### src/rtl/mem_copy_engine.sv
// mem_copy_engine: DMA block copier; reads words on port A and writes them on port B at one word per cycle.
// Define DMA_CSUM_EN to enable the running checksum of written words on csum (otherwise csum is tied to 0).
module mem_copy_engine #(
  parameter int unsigned AW = 14,
  parameter int unsigned DW = 32
) (
  input  logic          clk,
  input  logic          rst,
  input  logic          start,
  input  logic [AW-1:0] src,
  input  logic [AW-1:0] dst,
  input  logic [AW:0]   len,
  output logic          busy,
  output logic          done,
  output logic [DW-1:0] csum,
  output logic [AW-1:0] addra,
  output logic [3:0]    ena,
  output logic          wea,
  input  logic [DW-1:0] douta,
  output logic [AW-1:0] addrb,
  output logic [3:0]    enb,
  output logic          web,
  output logic [DW-1:0] dinb
);

  localparam int unsigned LW = AW + 1;

  typedef enum logic [1:0] {
    IDLE  = 2'd0,
    RUN   = 2'd1,
    DRAIN = 2'd2,
    DONE  = 2'd3
  } state_t;

  state_t        state_q, state_d;
  logic [AW-1:0] rd_ptr_q, rd_ptr_d;
  logic [AW-1:0] wr_ptr_q, wr_ptr_d;
  logic [LW-1:0] remain_q, remain_d;
  logic [AW-1:0] addra_d, addrb_d;
  logic          rd_en_d, wr_en_d;
  logic          busy_d, done_d;
  logic          csum_clr;

  // Next-state and next-output logic; every output register is loaded from its _d value.
  always_comb begin
    state_d  = state_q;
    rd_ptr_d = rd_ptr_q;
    wr_ptr_d = wr_ptr_q;
    remain_d = remain_q;
    addra_d  = addra;
    addrb_d  = addrb;
    rd_en_d  = 1'b0;
    wr_en_d  = 1'b0;
    busy_d   = 1'b0;
    done_d   = 1'b0;
    csum_clr = 1'b0;
    case (state_q)
      IDLE: begin
        if (start) begin
          csum_clr = 1'b1;
          wr_ptr_d = dst;
          if (len == '0) begin
            state_d = DONE;
            done_d  = 1'b1;
          end else begin
            state_d  = RUN;
            busy_d   = 1'b1;
            rd_en_d  = 1'b1;
            addra_d  = src;
            rd_ptr_d = src + AW'(1);
            remain_d = len - LW'(1);
          end
        end
      end
      RUN: begin
        // The read issued this cycle becomes a write next cycle.
        busy_d   = 1'b1;
        wr_en_d  = 1'b1;
        addrb_d  = wr_ptr_q;
        wr_ptr_d = wr_ptr_q + AW'(1);
        if (remain_q != '0) begin
          rd_en_d  = 1'b1;
          addra_d  = rd_ptr_q;
          rd_ptr_d = rd_ptr_q + AW'(1);
          remain_d = remain_q - LW'(1);
        end else begin
          state_d = DRAIN;
        end
      end
      DRAIN: begin
        state_d = DONE;
        done_d  = 1'b1;
      end
      DONE: begin
        state_d = IDLE;
      end
      default: begin
        state_d = IDLE;
      end
    endcase
  end

  // State, pointers and registered outputs.
  always_ff @(posedge clk or posedge rst) begin
    if (rst) begin
      state_q  <= IDLE;
      rd_ptr_q <= '0;
      wr_ptr_q <= '0;
      remain_q <= '0;
      addra    <= '0;
      addrb    <= '0;
      ena      <= 4'h0;
      enb      <= 4'h0;
      web      <= 1'b0;
      busy     <= 1'b0;
      done     <= 1'b0;
    end else begin
      state_q  <= state_d;
      rd_ptr_q <= rd_ptr_d;
      wr_ptr_q <= wr_ptr_d;
      remain_q <= remain_d;
      addra    <= addra_d;
      addrb    <= addrb_d;
      ena      <= rd_en_d ? 4'hF : 4'h0;
      enb      <= wr_en_d ? 4'hF : 4'h0;
      web      <= wr_en_d;
      busy     <= busy_d;
      done     <= done_d;
    end
  end

  assign wea = 1'b0;

  // Read data flows straight from port A to port B; forced to 0 outside write cycles.
  assign dinb = web ? douta : '0;

`ifdef DMA_CSUM_EN
  logic [DW-1:0] csum_q;

  always_ff @(posedge clk or posedge rst) begin
    if (rst) begin
      csum_q <= '0;
    end else if (csum_clr) begin
      csum_q <= '0;
    end else if (web) begin
      csum_q <= csum_q + dinb;
    end
  end

  assign csum = csum_q;
`else
  logic unused_csum_clr;

  assign unused_csum_clr = csum_clr;
  assign csum            = '0;
`endif

endmodule

### config.mk
export PLATFORM = sky130hd
export DESIGN_NAME = mem_copy_engine
export DESIGN_NICKNAME = d
export VERILOG_FILES = /design/src/rtl/mem_copy_engine.sv
export SDC_FILE = /design/constraint.sdc
export NUM_CORES = 1
export LEC_CHECK = 0
export ABC_CLOCK_PERIOD_IN_PS = 6500
export BUFFER_PORTS_ARGS = -buffer_cell sky130_fd_sc_hd__buf_2
export CAP_MARGIN = 0
export CORE_MARGIN = 1.5
export CORE_UTILIZATION = 56
export CTS_BUF_LIST = sky130_fd_sc_hd__clkbuf_4
export CTS_CLUSTER_SIZE = 16
export DETAILED_ROUTE_END_ITERATION = 7
export PLACE_DENSITY = 0.95
export RECOVER_POWER = 50
export SYNTH_ARGS = -nofsm -noshare
export SYNTH_HDL_FRONTEND = slang
export SYNTH_SLANG_ARGS = --single-unit
### constraint.sdc
create_clock -name clk -period 6.5 [get_ports clk]
set_input_delay 0.325 -clock clk [delete_from_list [all_inputs] [get_ports clk]]
set_output_delay 0.325 -clock clk [all_outputs]
set_load 0.005 [all_outputs]
==> impl_results.md, run 1 <==
- Syn-to-layout area delta: 13.40%
- Mean routed wirelength per cell: around 16 um
- Leak pwr: roughly 2.7 nW
- Setup slack, reg-to-reg: 3170 ps
- H-tree depth: 3
- Die width: approximately 100 um
- Min cycle time layout: 3738 ps
- Antenna-violating nets left: 0
- Slew @ Worst Pin: about 4000 ps
- RR Endpoint: rd_ptr_q[2]
- Setup_tns: 0 ps
- Clock sink count: 77
- DRC viols: 0
- Row cnt: 35
- Critical R2R Launch: state_q[1]
- Hold path cells: 3
- CP Class: in2async
- Worst Path Max Fanout: 77
- Cts repair resizes: 0
- DR pass1 iterations: 6
- Total chip power: around 2.8 mW
- Synthesis-stage register bit count: 77
- First-pass GRT wire length: roughly 22,000 um
- Pins over their slew limit: 78
- CTS max path bufs: 2
- Commonest cells in the synthesized netlist: dfrtp_1, nand2_1, buf_4, nor2_1, o21ai_0
- Library cells used by synthesis: 71
- Area of the multi-input gates: between 2000 and 3000 sq um
- Worst slew margin: -169.7%
- Crit end category: asynchronous set/reset pin
- Top cell type's share of synthesized area: ~37%
- Final GP Congestion: between 0.9 and 1
- Startpoint types: primary input
- Clock Latency Late Sink: 430 ps
- Vias per inst: roughly 6.0
- Nets@finish: roughly 800
- Ranking of synthesized cells by area: dfrtp_1, buf_4, nand2_1
- Die Area: roughly 10000 sq um
- End of the critical path: remain_q[2]
- Final Setup Violations: 0
- PD cells: about 470 nW/um^2
- Post-synth top area cell: dfrtp_1
- Yosys warning total: 0
- DP HPWL: 9781 um
- Core ar.: a little over 9000 sq um
- Final Cycle Share: between 50% and 60%
- Largest net degree at the start of global routing: about 80
- Post-CTS setup buffers: 0
- Outcome: finished with violations
- Total CTS buffers: 9
- Hold Path Class: in2reg
- Number of global-route vias before repair: about 4,700
- Worst setup startpoint: rst
- DRT iter0 DRCs: approximately 360
- Skew final: between 20 and 25 ps
- Crit path DAT: 3350 ps
- MaxCap Viol Count: 1
- Syn avg cell area: between 8 and 9 sq um
- Slowest CP cell: clkbuf_1
- Initial core utilization: between 50 and 60%
- DIE HEIGHT: about 100 um
- CTS tree: built
- Post-Synthesis Cells: 597
- Total area of sequential cells: about 1900 sq um
- Clk root buf: clkbuf_4
- Final hold violation count: 0
- CP peak stage delay: approximately 2800 ps
- Worst R2R Path Depth: 8
- Routed WL: 13,690 um
- Clk pin slew, worst setup/hold paths: between 100 and 150 ps
- Hold-fix buffers, CTS: 0
- Required @ worst endpoint: 6110 ps
- Worst vdd ir: approximately 250 uV
- Post-synth ARST share: 100.0%
- RSZ-0062 raised after global routing: false
- Share of post-route cells with drive strength above 1: 27.52%
- Synth Cell Area: approximately 5300 sq um
- Worst path cell trace: buf_2 -> inv_1 -> clkbuf_1
- FMAX: 267.5 MHz
- Primary FF master, synth: dfrtp_1
- Post-synth EDFFs: 0
- GRT overflow: 0
- Antenna violations before repair: 0
- Most common cell in the netlist: dfrtp_1
- Failing checks: max-capacitance violations, max-slew violations
- PortBufs: around 150
- Fill cells: between 700 and 800
- Total global-route track usage: a little over a quarter
- Vias: between 5,000 and 6,000
- Register area share after synthesis: between 30% and 40%
- # IOs: between 150 and 200
[cell usage in the layout, fill, tap and decap left out, types with 6 or more instances in the layout]
cell        n
buf_2     140
dfrtp_1    77
nand2_1    62
nor2_1     43
o21ai_0    40
a21oi_1    39
conb_1     33
and2_1     32
nand3_1    25
mux2i_1    18
mux2_2     17
o22ai_1    13
clkbuf_4   11
nor3_1     10
nor4_1      9
clkbuf_1    9
nor2b_1     7
xor2_1      7
xnor2_1     7
and3_1      6
a31oi_1     6
inv_1       6
[sequential cells by signal (all words and copies together), names as in the netlist]
name,cells
remain_q,15
addra,14
addrb,14
rd_ptr_q,14
wr_ptr_q,14
state_q,2
busy,1
done,1
ena,1
enb,1
[critical path, delay by kind of cell]
| family | cells | cell delay, ps |
|---|---|---|
| buf+inv | 3 | 2970 |
[worst min-delay path by stage]
stage / from / end
2_1_floorplan: rd_ptr_q[1] / rd_ptr_q[1]
3_3_place_gp: addra[9] / addra[9]
3_5_place_dp: addra[10] / addra[10]
4_1_cts: dst[1] / wr_ptr_q[1]
5_1_grt: dst[4] / wr_ptr_q[4]
6_report: dst[1] / wr_ptr_q[1]
[routing by layer]
layer  global-route usage, %  routed length [um]  vias up
met4                   10.83                 359        0
met2                   49.45                7210      246
met5                       0                   0        -
met1                   31.30                5268     2410
met3                   5.223                 853       38
li1                        -                   -     2321
[cell type report]
type | count | area share [%]
antenna | 1 | 0.04197
clock buffer | 11 | 1.385
clock inverter | 5 | 1.406
inverter | 7 | 0.4407
multi-input combinational | 472 | 49.51
sequential | 77 | 32.32
tap | 111 | 2.329
timing repair buffer | 151 | 12.57
[power by group]
group	switching [mW]	internal [mW]
logic	0.829	0.608
registers	0.266	0.728
clock network	0.176	0.166
[cells by family (layout without fill, tap and decap cells)]
| logic type | count (synthesis) | in the layout | share of synthesized area, % |
|---|---|---|---|
| multiplexers | 35 | 35 | 7.068 |
| buffers and inverters | 80 | 174 | 9.805 |
| flip-flops | 77 | 77 | 36.65 |
| AO/OA/AOI/OAI | 150 | 150 | 19.30 |
| XOR/XNOR | 14 | 14 | 2.332 |
| AND/OR/NAND/NOR | 234 | 234 | 23.35 |
| other | 1 | 34 | 0.07133 |
| adder cells (fa/ha/maj) | 6 | 6 | 1.428 |
[metrics by stage]
step	utilization [%]	instances	area [sq um]	setup slack, ps	hold WS, ps
floorplan	-	629	5378	3406	462.8
global placement	63.44	818	5807	3368	457.5
detailed placement	63.44	818	5807	3256	465.1
CTS	65.26	834	5973	3218	170.0
global route	65.11	834	5959	1805	165.1
finish	65.14	835	5962	2762	184.8
(Power assumes the default switching activity.)
==> inputs of run 2 (changes only) <==
--- a/config.mk
+++ b/config.mk
@@ -5,15 +5,15 @@
 export SDC_FILE = /design/constraint.sdc
 export NUM_CORES = 1
 export LEC_CHECK = 0
-export ABC_CLOCK_PERIOD_IN_PS = 6500
+export ABC_CLOCK_PERIOD_IN_PS = 3400
 export BUFFER_PORTS_ARGS = -buffer_cell sky130_fd_sc_hd__buf_2
 export CAP_MARGIN = 0
 export CORE_MARGIN = 1.5
-export CORE_UTILIZATION = 56
+export CORE_UTILIZATION = 47
 export CTS_BUF_LIST = sky130_fd_sc_hd__clkbuf_4
 export CTS_CLUSTER_SIZE = 16
 export DETAILED_ROUTE_END_ITERATION = 7
-export PLACE_DENSITY = 0.95
+export PLACE_DENSITY = 0.87
 export RECOVER_POWER = 50
 export SYNTH_ARGS = -nofsm -noshare
 export SYNTH_HDL_FRONTEND = slang
==> constraint.sdc (replaced) <==
create_clock -name clk -period 3.4 [get_ports clk]
set_input_delay 0.17 -clock clk [delete_from_list [all_inputs] [get_ports clk]]
set_output_delay 0.17 -clock clk [all_outputs]
set_load 0.005 [all_outputs]
==> run 2 against run 1 <==
Against the previous run:
- sequential share of layout area fell by 0.088 points
- hold slack got worse by 150 ps
- die area rose by 19%
- via count down 3.6%
- the flow still finishes with violations (max-capacitance violations, max-slew violations)
- global-route usage down 5.0 points
- core utilization down 10 points
- clock skew increased by 1.5 ps
- critical endpoint is now rd_ptr_q[12]
- count of clock-buffer cells in the layout fell by 2
- worst setup slack got worse by 2100 ps
- sequential power increased by 87%
- cell area grew 0.27%
- total power is 83% higher
- highest routed layer unchanged
==> impl_results.md, run 2 (synthesis gave the netlist of run 1 again) <==
- # IOs: roughly 180
- Max layer used: met4
- Worst setup startpoint: state_q[1]
- Metal3 WL: 779 um
- DR pass1 iterations: 5
- Clock Latency Late Sink: 420 ps
- Crit end category: flop
- Register with the most flip-flops: remain_q
- Final GP Congestion: between 0.8 and 0.9
- PortBufs: approximately 150
- Antenna violations before repair: 0
- Total global-route track usage: roughly 22%
- Ant diodes: 0
- Total CTS buffers: 9
- RSZ-0062 raised after global routing: false
- Post-route cell area: around 6000 sq um
- Row cnt: 38
- Syn-to-layout area delta: 13.71%
- Setup_tns: 0 ps
- Routed wl met2: ~6500 um
- RR Endpoint: rd_ptr_q[12]
- MaxCap Viol Count: 1
- First-pass GRT wire length: between 20,000 and 25,000 um
- Fill cells: a little under 1,000
- Area of the multi-input gates: slightly below 3000 sq um
- Worst R2R Path Depth: 9
- Critical R2R Launch: state_q[1]
- Mean routed wirelength per cell: around 15 um
- Worst slack, placed: around 700 ps
- CTS max path bufs: 2
- Slew @ Worst Pin: between 2000 and 2500 ps
- CP Class: reg2reg
- Clk root buf: clkbuf_4
- Nets@finish: 810
- Slack of the critical path: roughly 630 ps
- Final hold violation count: 0
- Final Setup Violations: 0
- DRC viols: 0
- Failing checks: max-capacitance violations, max-slew violations
- Hold Path Class: in2reg
- Min cycle time layout: between 2000 and 3000 ps
- Worst slew margin: -54.94%
- Largest net degree at the start of global routing: slightly above 60
- Worst Path Max Fanout: 49
- Clock sink count: between 70 and 80
- Total area of sequential cells: 1927 sq um
- Post-Place Cell Area: 5889 sq um
- Initial core utilization: about half
- DRT iter0 DRCs: between 200 and 300
- Startpoint types: flop
- Leading cell type in the layout, fill and taps excluded: buf_2
- Number of global-route vias before repair: between 4,000 and 5,000
- Leak pwr: 2.710 nW
- Final Cycle Share: 81.46%
- CTS tree: built
- DP HPWL: 9482 um
- Share of post-route cells with drive strength above 1: a little over a quarter
- Worst vdd ir: 534.7 uV
- GRT overflow: 0
- Crit path DAT: approximately 3100 ps
- Max reg flops: 15
- Core ar.: ~11,000 sq um
- Setup slack, reg-to-reg: 630 ps
- Required @ worst endpoint: about 3700 ps
- End of the critical path: rd_ptr_q[12]
- Routed WL: roughly 13,000 um
- Die width: 108.8 um
- Antenna-violating nets left: 0
- Most frequent cells in the layout: buf_2, dfrtp_1, nand2_1, nor2_1, o21ai_0
- H-tree depth: 3
- Skew final: 22.55 ps
- FMAX: 361.1 MHz
- Clk pin slew, worst setup/hold paths: approximately 120 ps
- DIE HEIGHT: ~110 um
- Outcome: finished with violations
- Vias: 4,832
- Pins over their slew limit: 62
- Die Area: about 12,000 sq um
- Met1 WL: 5522 um
- Vias per inst: roughly 5.6
- PD cells: between 800 and 900 nW/um^2
run 2: how the worst min path moves through the flow:
stage	startpoint	end	slack (ps)	cells past startpoint
final	dst[13]	wr_ptr_q[13]	40	3
after global routing	dst[13]	wr_ptr_q[13]	7	3
after CTS	dst[13]	wr_ptr_q[13]	2	3
after detailed placement	rst	remain_q[8]	450	2
after global placement	rst	remain_q[9]	440	2
after floorplan	src[2]	addra[2]	310	1
run 2: repair_timing:
| action | 4_1_cts | 5_1_grt |
|---|---|---|
| hold buffers | 2 | 0 |
| gates resized for setup | 0 | 0 |
| buffers inserted | 0 | 0 |
| endpoints found under the hold margin | 35 | 0 |
run 2: final cells by class:
class	count	share of cell area, %
clock buffer	9	1.130
clock inverter	5	0.5023
inverter	7	0.4395
multi-input combinational	472	49.37
sequential	77	32.23
tap	140	2.930
timing repair buffer	159	13.39
run 2: report_power, final:
group | switching, mW | leakage, nW | internal (mW)
Combinational | 1.56 | 1.75 | 1.19
Sequential | 0.469 | 0.903 | 1.39
Clock | 0.325 | 0.0534 | 0.139
Total | 2.35 | 2.71 | 2.72
run 2: critical path, cell delays in order, from the launching register on:
cell     delay, ps
dfrtp_1        410
inv_1          110
ha_4           410
buf_4          470
nand2_1        130
o22ai_1        310
nand3_1        270
or2_0          290
a31oi_1        170
a21oi_1         50
run 2: per-layer routing:
layer  track usage [%]  vias up
met5                 0        -
met4             7.143        0
met3             2.989       14
met2             38.10      199
met1             28.63     2281
li1                  -     2338
run 2: through the flow:
stage	util (%)	total power, mW	hold WS (ps)	std cells
after floorplan	-	3.879	314.9	629
after detailed placement	54.09	4.650	453.9	853
after CTS	55.17	5.124	1.665	869
after global routing	54.91	5.554	6.855	869
final	54.91	5.074	35.99	869
after global placement	54.09	4.555	435.9	853
